File: src/rtl/multicycle_control.sv
// multicycle_control: control unit for a multicycle MIPS-style datapath.
//
// Sequences each instruction through FETCH, DECODE, EXEC and, when needed,
// MEM and WB, driving the datapath strobes and ALU operation code for each
// step. Counts retired instructions and parks in TRAP on an illegal
// opcode/funct until reset.
//
// Ports
//   clk_i          single clock, rising edge
//   rst_i          asynchronous active-high reset
//   opcode_i       instruction bits [31:26]
//   funct_i        instruction bits [5:0]
//   zero_i         ALU zero flag (branch resolution)
//   mem_ready_i    memory completes the current access this cycle
//   state_o        current FSM state code
//   mem_read_o, mem_write_o               memory strobes
//   ir_write_o, pc_write_o, reg_write_o   register write enables
//   pc_src_o       00 pc+4, 01 branch target, 10 jump target
//   reg_dst_o      1 = rd, 0 = rt
//   mem_to_reg_o   1 = memory data, 0 = ALU result
//   alu_src_o      0 = read_data_2, 1 = sign-extended immediate
//   alu_control_o  ALU operation code
//   retire_o       one-cycle pulse per completed instruction
//   instr_count_o  retired-instruction count (wraps)
//   trap_o         high while in TRAP
//
// State | meaning
// ------+----------------------------------------------
// 0     | FETCH  : read instruction, wait for memory
// 1     | DECODE : latch opcode/funct, check legality
// 2     | EXEC   : ALU operation / branch / jump
// 3     | MEM    : load or store, wait for memory
// 4     | WB     : register file write
// 7     | TRAP   : illegal instruction, held until reset
// 5, 6  | unused, fall into TRAP

module multicycle_control #(
    parameter int COUNT_WIDTH = 32
) (
    input  logic                   clk_i,
    input  logic                   rst_i,
    input  logic [5:0]             opcode_i,
    input  logic [5:0]             funct_i,
    input  logic                   zero_i,
    input  logic                   mem_ready_i,
    output logic [2:0]             state_o,
    output logic                   mem_read_o,
    output logic                   mem_write_o,
    output logic                   ir_write_o,
    output logic                   pc_write_o,
    output logic                   reg_write_o,
    output logic [1:0]             pc_src_o,
    output logic                   reg_dst_o,
    output logic                   mem_to_reg_o,
    output logic                   alu_src_o,
    output logic [3:0]             alu_control_o,
    output logic                   retire_o,
    output logic [COUNT_WIDTH-1:0] instr_count_o,
    output logic                   trap_o
);

    localparam logic [2:0] S_FETCH  = 3'd0;
    localparam logic [2:0] S_DECODE = 3'd1;
    localparam logic [2:0] S_EXEC   = 3'd2;
    localparam logic [2:0] S_MEM    = 3'd3;
    localparam logic [2:0] S_WB     = 3'd4;
    localparam logic [2:0] S_TRAP   = 3'd7;

    localparam logic [5:0] OP_RTYPE = 6'h00;
    localparam logic [5:0] OP_J     = 6'h02;
    localparam logic [5:0] OP_BEQ   = 6'h04;
    localparam logic [5:0] OP_BNE   = 6'h05;
    localparam logic [5:0] OP_ADDI  = 6'h08;
    localparam logic [5:0] OP_ADDIU = 6'h09;
    localparam logic [5:0] OP_SLTI  = 6'h0A;
    localparam logic [5:0] OP_ANDI  = 6'h0C;
    localparam logic [5:0] OP_ORI   = 6'h0D;
    localparam logic [5:0] OP_LW    = 6'h23;
    localparam logic [5:0] OP_SW    = 6'h2B;

    localparam logic [3:0] ALU_AND = 4'b0000;
    localparam logic [3:0] ALU_OR  = 4'b0001;
    localparam logic [3:0] ALU_ADD = 4'b0010;
    localparam logic [3:0] ALU_XOR = 4'b0011;
    localparam logic [3:0] ALU_NOR = 4'b0100;
    localparam logic [3:0] ALU_SUB = 4'b0110;
    localparam logic [3:0] ALU_SLT = 4'b0111;

    logic [2:0]             state_q, state_d;
    logic [5:0]             opcode_q, opcode_d;
    logic [5:0]             funct_q, funct_d;
    logic [COUNT_WIDTH-1:0] instr_count_q, instr_count_d;
    logic                   legal_w;
    logic                   is_mem_op_w;

    // R-type ALU operation; 4'hF marks an unsupported funct.
    function automatic logic [3:0] rtype_alu(input logic [5:0] f);
        case (f)
            6'h20, 6'h21: rtype_alu = ALU_ADD;
            6'h22, 6'h23: rtype_alu = ALU_SUB;
            6'h24:        rtype_alu = ALU_AND;
            6'h25:        rtype_alu = ALU_OR;
            6'h26:        rtype_alu = ALU_XOR;
            6'h27:        rtype_alu = ALU_NOR;
            6'h2A:        rtype_alu = ALU_SLT;
            default:      rtype_alu = 4'hF;
        endcase
    endfunction

    // Legality is judged on the live inputs while in DECODE; later states
    // only look at the latched copies.
    always_comb begin
        legal_w = 1'b0;
        case (opcode_i)
            OP_RTYPE: legal_w = (rtype_alu(funct_i) != 4'hF);
            OP_J, OP_BEQ, OP_BNE, OP_ADDI, OP_ADDIU, OP_SLTI,
            OP_ANDI, OP_ORI, OP_LW, OP_SW: legal_w = 1'b1;
            default:  legal_w = 1'b0;
        endcase
    end

    assign is_mem_op_w = (opcode_q == OP_LW) || (opcode_q == OP_SW);

    // State register and datapath-side registers.
    always_ff @(posedge clk_i or posedge rst_i) begin
        if (rst_i) begin
            state_q       <= S_FETCH;
            opcode_q      <= '0;
            funct_q       <= '0;
            instr_count_q <= '0;
        end else begin
            state_q       <= state_d;
            opcode_q      <= opcode_d;
            funct_q       <= funct_d;
            instr_count_q <= instr_count_d;
        end
    end

    always_comb begin
        opcode_d      = (state_q == S_DECODE) ? opcode_i : opcode_q;
        funct_d       = (state_q == S_DECODE) ? funct_i  : funct_q;
        instr_count_d = instr_count_q + {{(COUNT_WIDTH-1){1'b0}}, retire_o};
    end

    // Next-state logic.
    always_comb begin
        state_d = S_TRAP;
        case (state_q)
            S_FETCH:  state_d = mem_ready_i ? S_DECODE : S_FETCH;
            S_DECODE: state_d = legal_w ? S_EXEC : S_TRAP;
            S_EXEC: begin
                case (opcode_q)
                    OP_RTYPE: state_d = (rtype_alu(funct_q) != 4'hF) ? S_WB : S_TRAP;
                    OP_ADDI, OP_ADDIU, OP_SLTI, OP_ANDI, OP_ORI: state_d = S_WB;
                    OP_LW, OP_SW:        state_d = S_MEM;
                    OP_BEQ, OP_BNE, OP_J: state_d = S_FETCH;
                    default:             state_d = S_TRAP;
                endcase
            end
            S_MEM: begin
                if (!is_mem_op_w)
                    state_d = S_TRAP;
                else if (!mem_ready_i)
                    state_d = S_MEM;
                else
                    state_d = (opcode_q == OP_LW) ? S_WB : S_FETCH;
            end
            S_WB:    state_d = S_FETCH;
            default: state_d = S_TRAP;
        endcase
    end

    // Output logic. Gating on rst_i keeps every strobe low for the whole
    // reset window, not just from the reset edge onward.
    always_comb begin
        mem_read_o    = 1'b0;
        mem_write_o   = 1'b0;
        ir_write_o    = 1'b0;
        pc_write_o    = 1'b0;
        reg_write_o   = 1'b0;
        pc_src_o      = 2'b00;
        reg_dst_o     = 1'b0;
        mem_to_reg_o  = 1'b0;
        alu_src_o     = 1'b0;
        alu_control_o = ALU_AND;
        retire_o      = 1'b0;
        trap_o        = 1'b0;
        if (!rst_i) begin
            case (state_q)
                S_FETCH: begin
                    mem_read_o = 1'b1;
                    if (mem_ready_i) begin
                        ir_write_o = 1'b1;
                        pc_write_o = 1'b1;
                    end
                end
                S_EXEC: begin
                    case (opcode_q)
                        OP_RTYPE: begin
                            if (rtype_alu(funct_q) != 4'hF)
                                alu_control_o = rtype_alu(funct_q);
                        end
                        OP_LW, OP_SW, OP_ADDI, OP_ADDIU: begin
                            alu_src_o     = 1'b1;
                            alu_control_o = ALU_ADD;
                        end
                        OP_SLTI: begin
                            alu_src_o     = 1'b1;
                            alu_control_o = ALU_SLT;
                        end
                        OP_ANDI: begin
                            alu_src_o     = 1'b1;
                            alu_control_o = ALU_AND;
                        end
                        OP_ORI: begin
                            alu_src_o     = 1'b1;
                            alu_control_o = ALU_OR;
                        end
                        OP_BEQ, OP_BNE: begin
                            alu_control_o = ALU_SUB;
                            pc_src_o      = 2'b01;
                            pc_write_o    = (opcode_q == OP_BEQ) ? zero_i : !zero_i;
                            retire_o      = 1'b1;
                        end
                        OP_J: begin
                            pc_src_o   = 2'b10;
                            pc_write_o = 1'b1;
                            retire_o   = 1'b1;
                        end
                        default: ;
                    endcase
                end
                S_MEM: begin
                    if (is_mem_op_w) begin
                        alu_src_o     = 1'b1;
                        alu_control_o = ALU_ADD;
                        if (opcode_q == OP_LW) begin
                            mem_read_o = 1'b1;
                        end else begin
                            mem_write_o = 1'b1;
                            retire_o    = mem_ready_i;
                        end
                    end
                end
                S_WB: begin
                    reg_write_o  = 1'b1;
                    reg_dst_o    = (opcode_q == OP_RTYPE);
                    mem_to_reg_o = (opcode_q == OP_LW);
                    retire_o     = 1'b1;
                end
                S_TRAP: trap_o = 1'b1;
                default: ;
            endcase
        end
    end

    assign state_o       = state_q;
    assign instr_count_o = instr_count_q;

endmodule
File: config.mk
export PLATFORM = sky130hd
export DESIGN_NAME = multicycle_control
export DESIGN_NICKNAME = d
export VERILOG_FILES = /design/src/rtl/multicycle_control.sv
export SDC_FILE = /design/constraint.sdc
export NUM_CORES = 1
export LEC_CHECK = 0
export CAP_MARGIN = 10
export CORE_ASPECT_RATIO = 1.75
export CORE_MARGIN = 2
export CORE_UTILIZATION = 24
export DETAILED_ROUTE_END_ITERATION = 6
export SETUP_SLACK_MARGIN = 0.2
export SKIP_LAST_GASP = 1
export SLEW_MARGIN = 20
export SYNTH_ARGS = -nofsm -noshare
export SYNTH_HDL_FRONTEND = slang
export SYNTH_SLANG_ARGS = --single-unit
File: constraint.sdc
create_clock -name clk_i -period 3.2 [get_ports clk_i]
set_clock_uncertainty 0.2 [all_clocks]
set_input_delay 0.64 -clock clk_i [delete_from_list [all_inputs] [get_ports clk_i]]
set_output_delay 0.64 -clock clk_i [all_outputs]
set_load 0.02 [all_outputs]
==> impl_metrics.prom <==
# TYPE chip_impl_metric gauge
chip_impl_metric{name="cts_max_level",unit=""} 2
chip_impl_metric{name="layout-area-overhead-vs-synth",unit="%"} 40.3
chip_impl_metric{name="floorplan.die.height",unit="µm"} 143
chip_impl_metric{name="via_count",unit=""} 2321
chip_impl_metric{name="drc",unit=""} 0
chip_impl_info{name="final_common_cell",value="sky130_fd_sc_hd__clkdlybuf4s50_1"} 1
chip_impl_metric{name="seq_power_share",unit="%"} 48.6
chip_impl_metric{name="clk_pin_slew",unit="ns"} 0.06
chip_impl_metric{name="synth-edff-count",unit=""} 0
chip_impl_info{name="status",value="completed"} 1
chip_impl_metric{name="detail_route.first_pass.iterations",unit=""} 4
chip_impl_metric{name="clockBufferDepth",unit=""} 2
chip_impl_metric{name="fp.dieArea",unit="mm²"} 0.0119
chip_impl_metric{name="drt.antenna.violating_nets",unit=""} 0
chip_impl_metric{name="fin_crit_sh",unit="%"} 91.1
chip_impl_info{name="grt_setup_unrepaired",value="false"} 1
chip_impl_metric{name="mappedNetlistNets",unit=""} 287
chip_impl_metric{name="post_drt_via_cell_ratio",unit=""} 4.88
chip_impl_metric{name="slew_violations",unit=""} 0
chip_impl_metric{name="critPathMaxFanout",unit=""} 3
chip_impl_metric{name="numPortBuffers",unit=""} 65
chip_impl_metric{name="ys_warn_count",unit=""} 0
chip_impl_metric{name="syn-cell-area",unit="mm²"} 0.00265
chip_impl_metric{name="groute.usage.overall",unit="%"} 12.4
chip_impl_metric{name="tritoncts.num_buffers",unit=""} 5
chip_impl_metric{name="gp_congestion",unit=""} 0.854
chip_impl_metric{name="hold-path-cell-count",unit=""} 1
chip_impl_metric{name="clock_latency",unit="ns"} 0.29
chip_impl_info{name="synth_flop_cell",value="sky130_fd_sc_hd__dfrtp_1"} 1
chip_impl_info{name="crit_path_end_kind",value="output pin"} 1
chip_impl_info{name="most_used_cells_in_the_layout_excluding_fill_and_tap_cells",value="50 x sky130_fd_sc_hd__clkdlybuf4s50_1, 47 x sky130_fd_sc_hd__dfrtp_1, 29 x sky130_fd_sc_hd__xnor2_1, 21 x sky130_fd_sc_hd__nand2_1, 17 x sky130_fd_sc_hd__buf_4"} 1
chip_impl_metric{name="fin_crit",unit="ns"} 2.91
chip_impl_metric{name="fmaxAchievable",unit="MHz"} 343
chip_impl_metric{name="p_sw_share",unit="%"} 19.7
chip_impl_metric{name="ys_async_sr_fraction",unit="%"} 100
chip_impl_metric{name="area_occupied_by_multi_input_gates",unit="mm²"} 0.00143
chip_impl_metric{name="core",unit="mm²"} 0.0107
chip_impl_metric{name="routedWlPerCell",unit="µm"} 15.1
chip_impl_metric{name="area.sequential",unit="mm²"} 0.00118
chip_impl_metric{name="design.portCount",unit=""} 67
chip_impl_metric{name="power.density_cell_area",unit="mW/mm²"} 330
chip_impl_metric{name="r2r_cells",unit=""} 12
chip_impl_metric{name="dp_cells",unit=""} 468
chip_impl_info{name="reg2reg_to",value="instr_count_o[12]"} 1
chip_impl_info{name="worstHoldEndpoint",value="instr_count_o[31]"} 1
chip_impl_metric{name="ir_worst_vdd",unit="V"} 0.000248
chip_impl_metric{name="rows",unit=""} 50
chip_impl_metric{name="drv.max_cap_violation_count",unit=""} 0
chip_impl_info{name="clockRootBuffer",value="sky130_fd_sc_hd__clkbuf_16"} 1
chip_impl_info{name="crit_path_launch_type",value="primary input"} 1
chip_impl_metric{name="power.leakage",unit="nW"} 1.59
chip_impl_metric{name="initial_utilization",unit="%"} 24.7
chip_impl_metric{name="worst-r2r-setup-slack",unit="ns"} 0.46
chip_impl_metric{name="cp.arrival",unit="ns"} 2.07
chip_impl_metric{name="final_hold_viol_count",unit=""} 0
chip_impl_metric{name="maximum_number_of_pins_on_one_net_before_global_route_repair",unit=""} 48
chip_impl_metric{name="fin_total_pwr",unit="W"} 0.00123
chip_impl_info{name="min_path_type",value="reg2reg"} 1
chip_impl_metric{name="setup-tns-final",unit="ns"} 0
chip_impl_metric{name="dp.final_hpwl",unit="mm"} 5.50
chip_impl_info{name="worst_hold_startpoint",value="instr_count_o[31]"} 1
chip_impl_metric{name="overflow",unit=""} 0
chip_impl_metric{name="die_w",unit="µm"} 83.4
chip_impl_metric{name="yosysSeqAreaShare",unit="%"} 44.4
chip_impl_metric{name="cts.sink_count",unit=""} 47
chip_impl_metric{name="share_clk_of_total_power",unit="%"} 47.0
chip_impl_metric{name="dpl-instance-area",unit="mm²"} 0.00356
chip_impl_metric{name="setup_viol",unit=""} 0
chip_impl_metric{name="power.switching",unit="W"} 0.000242
chip_impl_metric{name="crit_required",unit="ns"} 2.36
chip_impl_metric{name="number_of_fill_cells",unit=""} 1074
chip_impl_metric{name="internal_power",unit="W"} 0.000985
chip_impl_info{name="reg_to_reg_startpoint",value="opcode_q[2]"} 1
chip_impl_metric{name="antenna_found_initial",unit=""} 0
chip_impl_metric{name="tightestPinTransition",unit="ns"} 0.700
chip_impl_metric{name="final_nets",unit=""} 364
chip_impl_metric{name="final-instance-count-excl-fill",unit=""} 476
chip_impl_metric{name="layout-drive-gt1-share",unit="%"} 17.9
chip_impl_metric{name="first_global_vias",unit=""} 2343
chip_impl_info{name="critPathKind",value="in2out"} 1
chip_impl_metric{name="ys_seq_elements",unit=""} 47
chip_impl_metric{name="num_antenna_cells",unit=""} 0
chip_impl_info{name="clock_tree_from_tritoncts",value="built"} 1
chip_impl_metric{name="final_cell_area",unit="mm²"} 0.00371
chip_impl_metric{name="netlist-cell-type-count",unit=""} 58
chip_impl_metric{name="grt_first_pass_wirelength",unit="mm"} 11.8
chip_impl_metric{name="post_synth.cell_area_avg",unit="µm²"} 9.84
chip_impl_metric{name="routed_wire_length",unit="mm"} 7.20
chip_impl_metric{name="count_of_mapped_cells_out_of_synthesis",unit=""} 269
chip_impl_metric{name="drt_iter0_markers",unit=""} 65
chip_impl_metric{name="comb_power_share",unit="%"} 4.4
chip_impl_metric{name="timing.max_slew.rel_slack",unit="%"} 53.3
## sequential cells by signal (all words and copies together), names as in the netlist
register,count
instr_count_o,32
funct_q,6
opcode_q,6
state_o,3
## layout make-up
type                            count  area share (%)
Clock inverter                      1           0.809
Timing Repair Buffer               82            20.1
Sequential cell                    47            31.7
Multi-Input combinational cell    200            38.5
Inverter                           10            1.11
Tap cell                          130            4.38
Clock buffer                        6            3.47
## worst max-delay path: stages
cell	delay, ns
sky130_fd_sc_hd__clkdlybuf4s50_1	0.44
sky130_fd_sc_hd__buf_4	0.16
sky130_fd_sc_hd__nor2_1	0.18
sky130_fd_sc_hd__nand2_1	0.12
sky130_fd_sc_hd__nor3_1	0.18
sky130_fd_sc_hd__dlygate4sd2_1	0.35
## how the worst max path moves through the flow
stage,cells past startpoint,slack [ns],end,from
2_1_floorplan,10,0.14,instr_count_o[31],rst_i
3_3_place_gp,11,-0.10,instr_count_o[28],rst_i
3_5_place_dp,11,-0.18,instr_count_o[30],rst_i
4_1_cts,5,0.16,retire_o,rst_i
5_1_grt,7,0.20,mem_write_o,opcode_q[2]
6_report,6,0.29,pc_src_o[1],rst_i
## stage by stage
| step | worst slack, ns | utilization (%) | hold slack, ns |
|---|---|---|---|
| after global placement | -0.101 | 33.3 | 0.257 |
| after floorplan | 0.140 | - | 0.295 |
| after global routing | 0.201 | 34.7 | 0.286 |
| after detailed placement | -0.178 | 33.3 | 0.259 |
| final | 0.286 | 34.7 | 0.260 |
| after CTS | 0.157 | 34.8 | 0.269 |
## synthesized netlist by cell type (all sizes together) (7+ instances only)
library cell / instances / share of area [%]
nand2b: 7 / 1.7
xnor2: 29 / 9.6
nor3: 7 / 1.5
nand3: 18 / 3.6
dfrtp: 47 / 44
inv: 10 / 1.4
buf: 7 / 1.7
nand2: 22 / 3.1
mux2: 10 / 4.3
nor2: 21 / 3.5
nand4: 10 / 3.2
and3: 9 / 2.1
o21ai: 13 / 2.5
## what timing repair did
item,in CTS,in global routing
gates resized for setup,18,14
endpoints found under the setup margin,17,16
gates cloned,0,0
hold buffers,0,0
buffers inserted,1,0
## layer usage
metal	global-route usage, %	up-vias	wire [µm]
met2	23.9	86	3960
met4	6.82	0	308
met3	2.60	17	405
met5	0	-	0
met1	12.2	1123	2520
li1	-	1095	-
## kinds of logic (layout without fill, tap and decap cells)
group,after synthesis,count (layout),synth area share (%)
XOR/XNOR,33,33,10.9
buffers and inverters,22,99,3.88
multiplexers,11,11,4.63
other,1,1,0.142
AO/OA/AOI/OAI,38,38,9.50
flip-flops,47,47,44.4
AND/OR/NAND/NOR,114,114,25.2
adder cells (fa/ha/maj),3,3,1.32
## power by group through the flow
| stage | Sequential [W] | Combinational, W | Clock [W] |
|---|---|---|---|
| final | 0.000596 | 0.0000538 | 0.000577 |
| after global routing | 0.000596 | 0.0000596 | 0.000613 |
| after CTS | 0.000596 | 0.0000552 | 0.000598 |
| after detailed placement | 0.000607 | 0.0000554 | 0 |
| after global placement | 0.000607 | 0.0000549 | 0 |
| after floorplan | 0.000608 | 0.0000191 | 0 |
Power figures use the tool's default switching activity.
